==> src/rtl/periph_port_scheduler.sv <==
// Shares one peripheral slave port between NB_REQ requesters.
//
// Round-robin arbitration on the request channel, an in-order FIFO of one-hot
// requester IDs to route responses back, and a watchdog that turns a silent
// slave into an error response so no requester hangs forever.
//
// Ports:
//   clk_i, rst_i              clock, asynchronous active-high reset
//   req_i/add_i/wdata_i/wen_i per-requester request channel (packed, req 0 in LSBs)
//   gnt_o                     per-requester grant (one-hot or zero)
//   r_valid_o                 per-requester response valid (one-hot or zero)
//   r_rdata_o, r_opc_o        shared response data / error flag
//   m_req_o .. m_id_o         request channel towards the peripheral
//   m_gnt_i                   peripheral grant
//   m_r_valid_i/_rdata_i/_opc_i  peripheral response channel
//   timeout_o                 one-cycle pulse when the head transaction is aborted
//   outstanding_o             issued-but-unanswered transactions (incl. stale ones)
module periph_port_scheduler #(
  parameter int unsigned           NB_REQ          = 9,
  parameter int unsigned           ADDR_WIDTH      = 32,
  parameter int unsigned           DATA_WIDTH      = 32,
  parameter int unsigned           MAX_OUTSTANDING = 2,
  parameter int unsigned           TIMEOUT_CYCLES  = 255,
  parameter logic [DATA_WIDTH-1:0] ERR_RDATA       = 32'hBADACCE5
) (
  input  logic                                   clk_i,
  input  logic                                   rst_i,
  input  logic [NB_REQ-1:0]                      req_i,
  input  logic [NB_REQ*ADDR_WIDTH-1:0]           add_i,
  input  logic [NB_REQ*DATA_WIDTH-1:0]           wdata_i,
  input  logic [NB_REQ-1:0]                      wen_i,
  output logic [NB_REQ-1:0]                      gnt_o,
  output logic [NB_REQ-1:0]                      r_valid_o,
  output logic [DATA_WIDTH-1:0]                  r_rdata_o,
  output logic                                   r_opc_o,
  output logic                                   m_req_o,
  input  logic                                   m_gnt_i,
  output logic [ADDR_WIDTH-1:0]                  m_add_o,
  output logic [DATA_WIDTH-1:0]                  m_wdata_o,
  output logic                                   m_wen_o,
  output logic [NB_REQ-1:0]                      m_id_o,
  input  logic                                   m_r_valid_i,
  input  logic [DATA_WIDTH-1:0]                  m_r_rdata_i,
  input  logic                                   m_r_opc_i,
  output logic                                   timeout_o,
  output logic [$clog2(MAX_OUTSTANDING+1)-1:0]   outstanding_o
);

  localparam int unsigned CW = $clog2(MAX_OUTSTANDING + 1);
  localparam int unsigned PW = (MAX_OUTSTANDING > 1) ? $clog2(MAX_OUTSTANDING) : 1;
  localparam int unsigned RW = $clog2(NB_REQ);
  localparam int unsigned WW = $clog2(TIMEOUT_CYCLES + 1);

  localparam logic [CW:0]   OCC_MAX  = (CW+1)'(MAX_OUTSTANDING);
  localparam logic [PW-1:0] PTR_LAST = PW'(MAX_OUTSTANDING - 1);
  localparam logic [RW-1:0] RR_LAST  = RW'(NB_REQ - 1);
  localparam logic [WW-1:0] WD_LAST  = WW'(TIMEOUT_CYCLES - 1);

  logic [RW-1:0]     rr_q;
  logic [NB_REQ-1:0] fifo_q [MAX_OUTSTANDING];
  logic [PW-1:0]     rd_ptr_q, wr_ptr_q;
  logic [CW-1:0]     fifo_cnt_q;
  logic [CW-1:0]     stale_q;   // aborted transactions whose late response is still due
  logic [WW-1:0]     wd_q;

  // Occupancy and full flag come from registered state only, so a pop never
  // unblocks a push in the same cycle.
  logic [CW:0] occ;
  logic        full;
  assign occ           = {1'b0, fifo_cnt_q} + {1'b0, stale_q};
  assign full          = (occ == OCC_MAX);
  assign outstanding_o = occ[CW-1:0];

  // Round-robin search starting at rr_q, wrapping around.
  logic          win_found;
  logic [RW-1:0] win_idx;
  logic [RW-1:0] cand;

  always_comb begin
    win_found = 1'b0;
    win_idx   = '0;
    cand      = '0;
    for (int unsigned i = 0; i < NB_REQ; i++) begin
      cand = RW'((32'(rr_q) + i) % NB_REQ);
      if (!win_found && req_i[cand]) begin
        win_found = 1'b1;
        win_idx   = cand;
      end
    end
  end

  logic push;
  assign m_req_o = win_found & ~full;
  assign push    = m_req_o & m_gnt_i;

  always_comb begin
    m_add_o   = '0;
    m_wdata_o = '0;
    m_wen_o   = 1'b0;
    m_id_o    = '0;
    gnt_o     = '0;
    if (m_req_o) begin
      m_add_o          = add_i[win_idx*ADDR_WIDTH +: ADDR_WIDTH];
      m_wdata_o        = wdata_i[win_idx*DATA_WIDTH +: DATA_WIDTH];
      m_wen_o          = wen_i[win_idx];
      m_id_o[win_idx]  = 1'b1;
      gnt_o[win_idx]   = m_gnt_i;
    end
  end

  // Response path. A stale response is absorbed before any FIFO entry is
  // touched, since in-order slaves answer the aborted transaction first.
  logic              fifo_empty;
  logic              stale_nz;
  logic              resp_pop;
  logic              resp_drop;
  logic              wd_hit;
  logic              pop;
  logic [NB_REQ-1:0] head;

  assign fifo_empty = (fifo_cnt_q == '0);
  assign stale_nz   = (stale_q != '0);
  assign head       = fifo_q[rd_ptr_q];
  assign resp_pop   = m_r_valid_i & ~stale_nz & ~fifo_empty;
  assign resp_drop  = m_r_valid_i & stale_nz;
  // A real response in the watchdog's final cycle wins over the abort.
  assign wd_hit     = ~fifo_empty & ~resp_pop & (wd_q == WD_LAST);
  assign pop        = resp_pop | wd_hit;
  assign timeout_o  = wd_hit;

  always_comb begin
    r_valid_o = '0;
    r_rdata_o = '0;
    r_opc_o   = 1'b0;
    if (resp_pop) begin
      r_valid_o = head;
      r_rdata_o = m_r_rdata_i;
      r_opc_o   = m_r_opc_i;
    end else if (wd_hit) begin
      r_valid_o = head;
      r_rdata_o = ERR_RDATA;
      r_opc_o   = 1'b1;
    end
  end

  always_ff @(posedge clk_i or posedge rst_i) begin
    if (rst_i) begin
      rr_q       <= '0;
      rd_ptr_q   <= '0;
      wr_ptr_q   <= '0;
      fifo_cnt_q <= '0;
      stale_q    <= '0;
      wd_q       <= '0;
      for (int unsigned i = 0; i < MAX_OUTSTANDING; i++) begin
        fifo_q[i] <= '0;
      end
    end else begin
      if (push) begin
        fifo_q[wr_ptr_q] <= m_id_o;
        wr_ptr_q         <= (wr_ptr_q == PTR_LAST) ? '0 : wr_ptr_q + 1'b1;
        rr_q             <= (win_idx == RR_LAST) ? '0 : win_idx + 1'b1;
      end
      if (pop) begin
        rd_ptr_q <= (rd_ptr_q == PTR_LAST) ? '0 : rd_ptr_q + 1'b1;
      end

      unique case ({push, pop})
        2'b10:   fifo_cnt_q <= fifo_cnt_q + 1'b1;
        2'b01:   fifo_cnt_q <= fifo_cnt_q - 1'b1;
        default: fifo_cnt_q <= fifo_cnt_q;
      endcase

      unique case ({wd_hit, resp_drop})
        2'b10:   stale_q <= stale_q + 1'b1;
        2'b01:   stale_q <= stale_q - 1'b1;
        default: stale_q <= stale_q;
      endcase

      if (fifo_empty || pop) begin
        wd_q <= '0;
      end else begin
        wd_q <= wd_q + 1'b1;
      end
    end
  end

  // A response with nothing outstanding breaks the slave protocol.
  assert property (@(posedge clk_i) disable iff (rst_i) !(m_r_valid_i && (occ == '0)));

  assert property (@(posedge clk_i) disable iff (rst_i) (occ <= OCC_MAX));

endmodule
==> config.mk <==
export PLATFORM = sky130hd
export DESIGN_NAME = periph_port_scheduler
export DESIGN_NICKNAME = d
export VERILOG_FILES = /design/src/rtl/periph_port_scheduler.sv
export SDC_FILE = /design/constraint.sdc
export NUM_CORES = 1
export LEC_CHECK = 0
export BUFFER_PORTS_ARGS = -buffer_cell sky130_fd_sc_hd__buf_2
export CORE_AREA = 2 2 296 298
export DETAILED_ROUTE_END_ITERATION = 16
export DIE_AREA = 0 0 298 300
export SYNTH_ARGS = -nofsm -noshare
export SYNTH_HDL_FRONTEND = slang
export SYNTH_SLANG_ARGS = --single-unit
export TNS_END_PERCENT = 30
==> constraint.sdc <==
create_clock -name clk_i -period 8.9 [get_ports clk_i]
set_input_delay 0.89 -clock clk_i [delete_from_list [all_inputs] [get_ports clk_i]]
set_output_delay 0.89 -clock clk_i [all_outputs]
set_load 0.01 [all_outputs]
# --- Yosys cells after proc, flatten, opt, wreduce, memory -nomap -nowiden ---
# Cells that the tools add are included.
classes:
  bitwise_logic: 15
  eq_ne: 7
  addsub: 17
  shift: 2
  muxes: 63
  n_div: 9
  n_reduce_logical: 23
  magnitude_cmp: 14
op_table:
  columns: ["operator", "count"]
  rows:
  - ["288-bit by 10-bit variable part select with 32-bit output", 2]
  - ["32-bit by 4-bit remainder unit with 32-bit output, second input constant", 8]
  - ["32-bit two-way mux", 4]
  - ["9-bit two-way mux", 8]
  - ["4-bit by 5-bit < comparator with 1-bit output, second input constant", 10]
  - ["1-bit binary-select mux with 4-bit select", 10]
  - ["4-bit two-way mux", 10]
  - ["4-bit by 4-bit remainder unit with 32-bit output, second input constant", 1]
  - ["1-bit two-way mux", 25]
  - ["4-bit by 3-bit adder with 5-bit output, second input constant", 4]
  - ["18-bit bitwise mux", 1]
  - ["4-bit by 2-bit adder with 5-bit output, second input constant", 2]
  - ["1-bit logical AND", 10]
  - ["9-bit bitwise AND", 1]
  - ["9-bit demux with 1-bit select", 1]
  - ["8-bit by 1-bit adder with 8-bit output, second input constant", 1]
  - ["8-bit == test, second input constant", 1]
  - ["1-bit logical NOT", 8]
  - ["8-bit two-way mux", 1]
  - ["2-bit one-hot mux with 2 select lines", 2]
  - ["1-bit bitwise AND", 7]
  - ["2-bit nonzero test", 3]
  - ["4-bit by 1-bit adder with 5-bit output, second input constant", 1]
  - ["4-bit by 4-bit adder with 5-bit output, second input constant", 1]
  - ["other kinds (18)", 28]
word_totals:
  in_bits: 631
  out_inout_bits: 129
  regBits: 36
  word_cells: 158

# --- Longest topological paths before layout ---
logic_depth:
  depth_word: 34
  depth_mapped: 33
  depth_no_buf: 27

# --- Worst setup path after synthesis ---
# No wires, ideal clock.
synth_path:
  path_kind: "register -> output"
  from: "register rr_q[0]"
  to: "output m_add_o[18]"
  path_stages_with_launch: 28
  slack_ps: 858
  n_path_buf: 6
  arrival_ps: 7152
  t_required_ps: 8010
  path_cell_list: "dfrtp_1 buf_2 clkinv_1 clkbuf_1 clkbuf_1 ha_1 xor2_4 inv_2 ha_1 or2_2 o31ai_1 xnor2_1 inv_1 ha_1 a211o_1 a22oi_1 clkbuf_1 mux4_2 o21ai_2 a21oi_1 and2_1 a2111o_1 a32o_2 and2_4 buf_4 buf_2 a32o_1 nor4_2"
synth_via:
  elab_chain_len: 30
  elab_cells_between_ends: 72
  classes_between: "add/sub: 8; div: 9; shift: 1; mux: 37; bitwise: 1; reduce/logical: 16"
synth_rtl:
  columns: ["element", "line_no", "rtl"]
  rows:
  - ["start, declared", "59", "logic [RW-1:0] rr_q;"]
  - ["start signal, assigned", "161", "rr_q <= (win_idx == RR_LAST) ? '0 : win_idx + 1'b1;"]
  - ["parallel branches: the longest is 29 deep, another holds 32-bit by 4-bit remainder unit with 32-bit output", null, null]
  - ["32-bit two-way mux *", "102", "if (m_req_o) begin"]
  - ["end, declared", "38", "output logic [ADDR_WIDTH-1:0] m_add_o,"]
# Every way passes the cells marked *. The select of a mux whose other input is x is not followed.

# --- Worst setup path after layout ---
layout_path:
  from: "register rr_q[1]"
  to: "output m_add_o[12]"
# The elaborated chain is that of the path after synthesis.

==> key figures <==
STA
  – Setup Skew: 0.00879 ns
  – Pins Over Slew Limit: 0
  – Final Hold Fails: 0
  – Min Tclk post-route: roughly 8.5 ns
  – Peak Freq: between 0.1 and 0.15 GHz
  – Fin Setup TNS: 0 ns
  – Worst slew pin tran: 1.05 ns
  – RSZ-0062 raised after global routing: no
  – Final setup violating endpoints: 0
  – Tcrit/Tclk final: 95.3%
  – Slew HR: 29.6%

Clocking
  – Max clock buf depth: 2
  – Clock Tree Root: clkbuf_16
  – Num CTS Buffers: 5
  – H-tree depth: 2
  – Hold Buf Count CTS: 0
  – Clock latency on the worst-skew pair: 0.28 ns
  – Clock sinks: 36
  – CTS tree: done
  – Clock transition at the registers of the reported paths: 0.06 ns

Worst setup path
  – Setup CP Type: flop to output port
  – CP peak stage delay: roughly 0.54 ns
  – Worst r2r path cells: 28
  – Worst setup EP type: output port
  – Critical path fanouts, max: 44
  – Crit path launch type: flop
  – Critical path's slowest cell: nor4_2
  – Flop2flop setup slack: 1.75 ns
  – Arr. time, crit path: 7.59 ns
  – Required @ worst endpoint: ~8.0 ns

Synthesis
  – Post-synth cell types: 109
  – Synth Area per Inst: 7.50 µm²
  – Sequential share of the synthesized area: 7.05%
  – Post-synth ARST share: 100%
  – Synth warn: 0
  – EDFF count, synth: 0
  – Post-Syn Instances: 1706
  – Yosys reg bits: 36
  – Main flop type after synthesis: dfrtp_1
  – Syn Nets: 2396
  – Mapped Area: 12800 µm²

Drt
  – Final WL: 90200 µm
  – Iter 0 DRT Violations: 1963
  – Final ANT Viol Nets: 0
  – WL per Instance: 25.0 µm
  – DR vias/cell: about 4.8
  – TritonRoute pass-1 iters: 6
  – Residual DRC: 0
  – Via Count: 17400

Min path
  – HP Class: flop to flop
  – Hold path depth: 2

Global route
  – Vias in the first global route: 16300
  – Gr usage total: 18.9%
  – First-pass GRT wire length: 123000 µm
  – Initial antenna violation count: 66
  – GRT overflow: 0
  – Pin count of the biggest net entering global routing: 70

Floorplanning
  – Die area: 89400 µm²
  – Die outline width: 298 µm
  – I/O pins: 760
  – Total core area: between 80000 and 90000 µm²
  – Num rows: 108
  – Starting Density: between 10% and 20%
  – Die Y: 300 µm

Place
  – Port Buffer Count: 759
  – Detailed placer's ending HPWL: approximately 77000 µm
  – Routability cong.: 1.02

Job
  – Max cap viols: 0

Cells and area
  – FILL cells: 9828
  – Fraction of layout cells with a size suffix above 1: 44.6%
  – Nets: 3104
  – P&R area growth vs syn: 43.8%

Status
  – Status: complete, no violations
-- worst paths after layout --
| kind | from | end |
|---|---|---|
| setup / recovery | rr_q[1] | m_add_o[12] |
| hold / removal | fifo_q[9] | fifo_q[9] |
| setup reg to reg | rr_q[1] | fifo_cnt_q[1] |
| hold reg to reg | fifo_q[9] | fifo_q[9] |
| max in group asynchronous | rst_i | rr_q[3] |
| min in group asynchronous | rst_i | fifo_cnt_q[0] |
-- final cells by class --
| cell class | instances | area, µm² | share of cell area (%) |
|---|---|---|---|
| diodes | 37 | 92.6 | 0.504 |
| clock buffers | 5 | 125 | 0.681 |
| clock inverters | 3 | 42.5 | 0.231 |
| inverters | 49 | 186 | 1.01 |
| multi-input cells | 1470 | 10900 | 59.3 |
| flip-flops and latches | 36 | 903 | 4.91 |
| well taps | 1155 | 1450 | 7.86 |
| repair buffers | 852 | 4700 | 25.5 |
-- per-stage QoR --
step | cell area, µm² | std cells | worst slack (ns) | hold WS (ns) | util, %
floorplan | 12800 | 1706 | 0.858 | 0.449 | -
global placement | 18100 | 3562 | 0.717 | 0.461 | 21.0
detailed placement | 18100 | 3562 | 0.651 | 0.470 | 21.0
CTS | 18300 | 3570 | 0.332 | 0.482 | 21.2
global route | 18300 | 3585 | 0.0332 | 0.510 | 21.3
finish | 18400 | 3607 | 0.420 | 0.479 | 21.3
-- cell usage after synthesis, drive strengths merged, types with 5 or more instances --
cell type / count / area [µm²]
nand3b: 8 / 60.1
or2: 12 / 75.1
dfrtp: 36 / 901
o311ai: 5 / 43.8
and3: 15 / 93.8
a211oi: 77 / 578
a21o: 5 / 37.5
nand3: 25 / 125
o22ai: 6 / 51.3
o211ai: 12 / 95.1
a2111oi: 7 / 86.3
nor2: 79 / 297
nor2b: 20 / 128
and2: 100 / 628
nand2b: 17 / 106
xnor2: 38 / 333
mux2: 82 / 931
inv: 46 / 173
o32ai: 5 / 43.8
a32oi: 7 / 68.8
nor4: 70 / 838
mux2i: 106 / 1060
mux4: 12 / 270
nand4: 6 / 37.5
nor4b: 5 / 56.3
a32o: 67 / 672
or3: 7 / 43.8
a21boi: 9 / 71.3
xor2: 9 / 105
o21ai: 55 / 283
nor3b: 7 / 52.6
buf: 92 / 637
nor3: 24 / 131
o21a: 8 / 60.1
a31oi: 10 / 68.8
o31ai: 6 / 50.1
clkbuf: 59 / 234
a21oi: 174 / 886
nand2: 241 / 907
ha: 58 / 726
-- per-layer routing --
metal	global-route usage, %	share of wire [%]	routed length, µm
met5	0	0.27	239
met4	5.85	3.6	3210
met3	6.59	12	11000
met2	30.3	45	40400
met1	23.8	39	35300
-- layout by cell type, fill, tap and decap left out, types with 6 or more instances in the layout --
| master | instances |
|---|---|
| mux2_2 | 80 |
| nor4_1 | 6 |
| nand2b_1 | 17 |
| inv_1 | 40 |
| o211ai_1 | 11 |
| o21a_1 | 7 |
| a211oi_1 | 77 |
| and3_1 | 15 |
| ha_1 | 57 |
| xor2_1 | 7 |
| a21boi_0 | 6 |
| mux4_2 | 12 |
| nand2_1 | 240 |
| nand4_1 | 6 |
| nor4_2 | 63 |
| o21ai_0 | 52 |
| and2_1 | 97 |
| diode_2 | 37 |
| nand3b_1 | 8 |
| mux2i_1 | 106 |
| xnor2_1 | 38 |
| nor2b_1 | 17 |
| or2_2 | 9 |
| nor3_1 | 23 |
| or3_1 | 7 |
| dfrtp_1 | 34 |
| buf_4 | 77 |
| a21oi_1 | 172 |
| nor3b_1 | 7 |
| a31oi_1 | 9 |
| buf_2 | 759 |
| buf_12 | 16 |
| nand3_1 | 25 |
| a32o_1 | 66 |
| nor2_1 | 79 |
-- worst max-delay path, delay by kind of cell (launching register included) --
kind                     cells  cell delay [ns]
flip-flops                   1             0.35
buffers and inverters        6             1.18
AND/OR/NAND/NOR              8             2.27
multiplexers                 2             0.41
AO/OA/AOI/OAI                8             1.99
adder cells (fa/ha/maj)      3             0.99
-- flip-flops by register name (all words and copies together) (netlist names) --
name,flops
fifo_q,18
wd_q,8
rr_q,4
fifo_cnt_q,2
stale_q,2
rd_ptr_q,1
wr_ptr_q,1
-- cell families after synthesis --
kind of cell               after synthesis  synth area share (%)
AOI/OAI and AO/OA                      512                  28.6
xor gates and xnor gates                47                  3.42
adders and majority gates               59                  5.83
buffers and inverters                  200                  8.25
DFF                                     36                  7.04
muxes                                  200                  17.7
and+or+nand+nor                        652                  29.1
-- timing repair --
item,CTS,global route
gates resized for setup,0,5
setup buffers,0,0
setup endpoints to repair,0,6
Power is left out: the tool's default activity adds up to more than one toggle a clock period on the data nets, which glitch-free logic cannot reach.
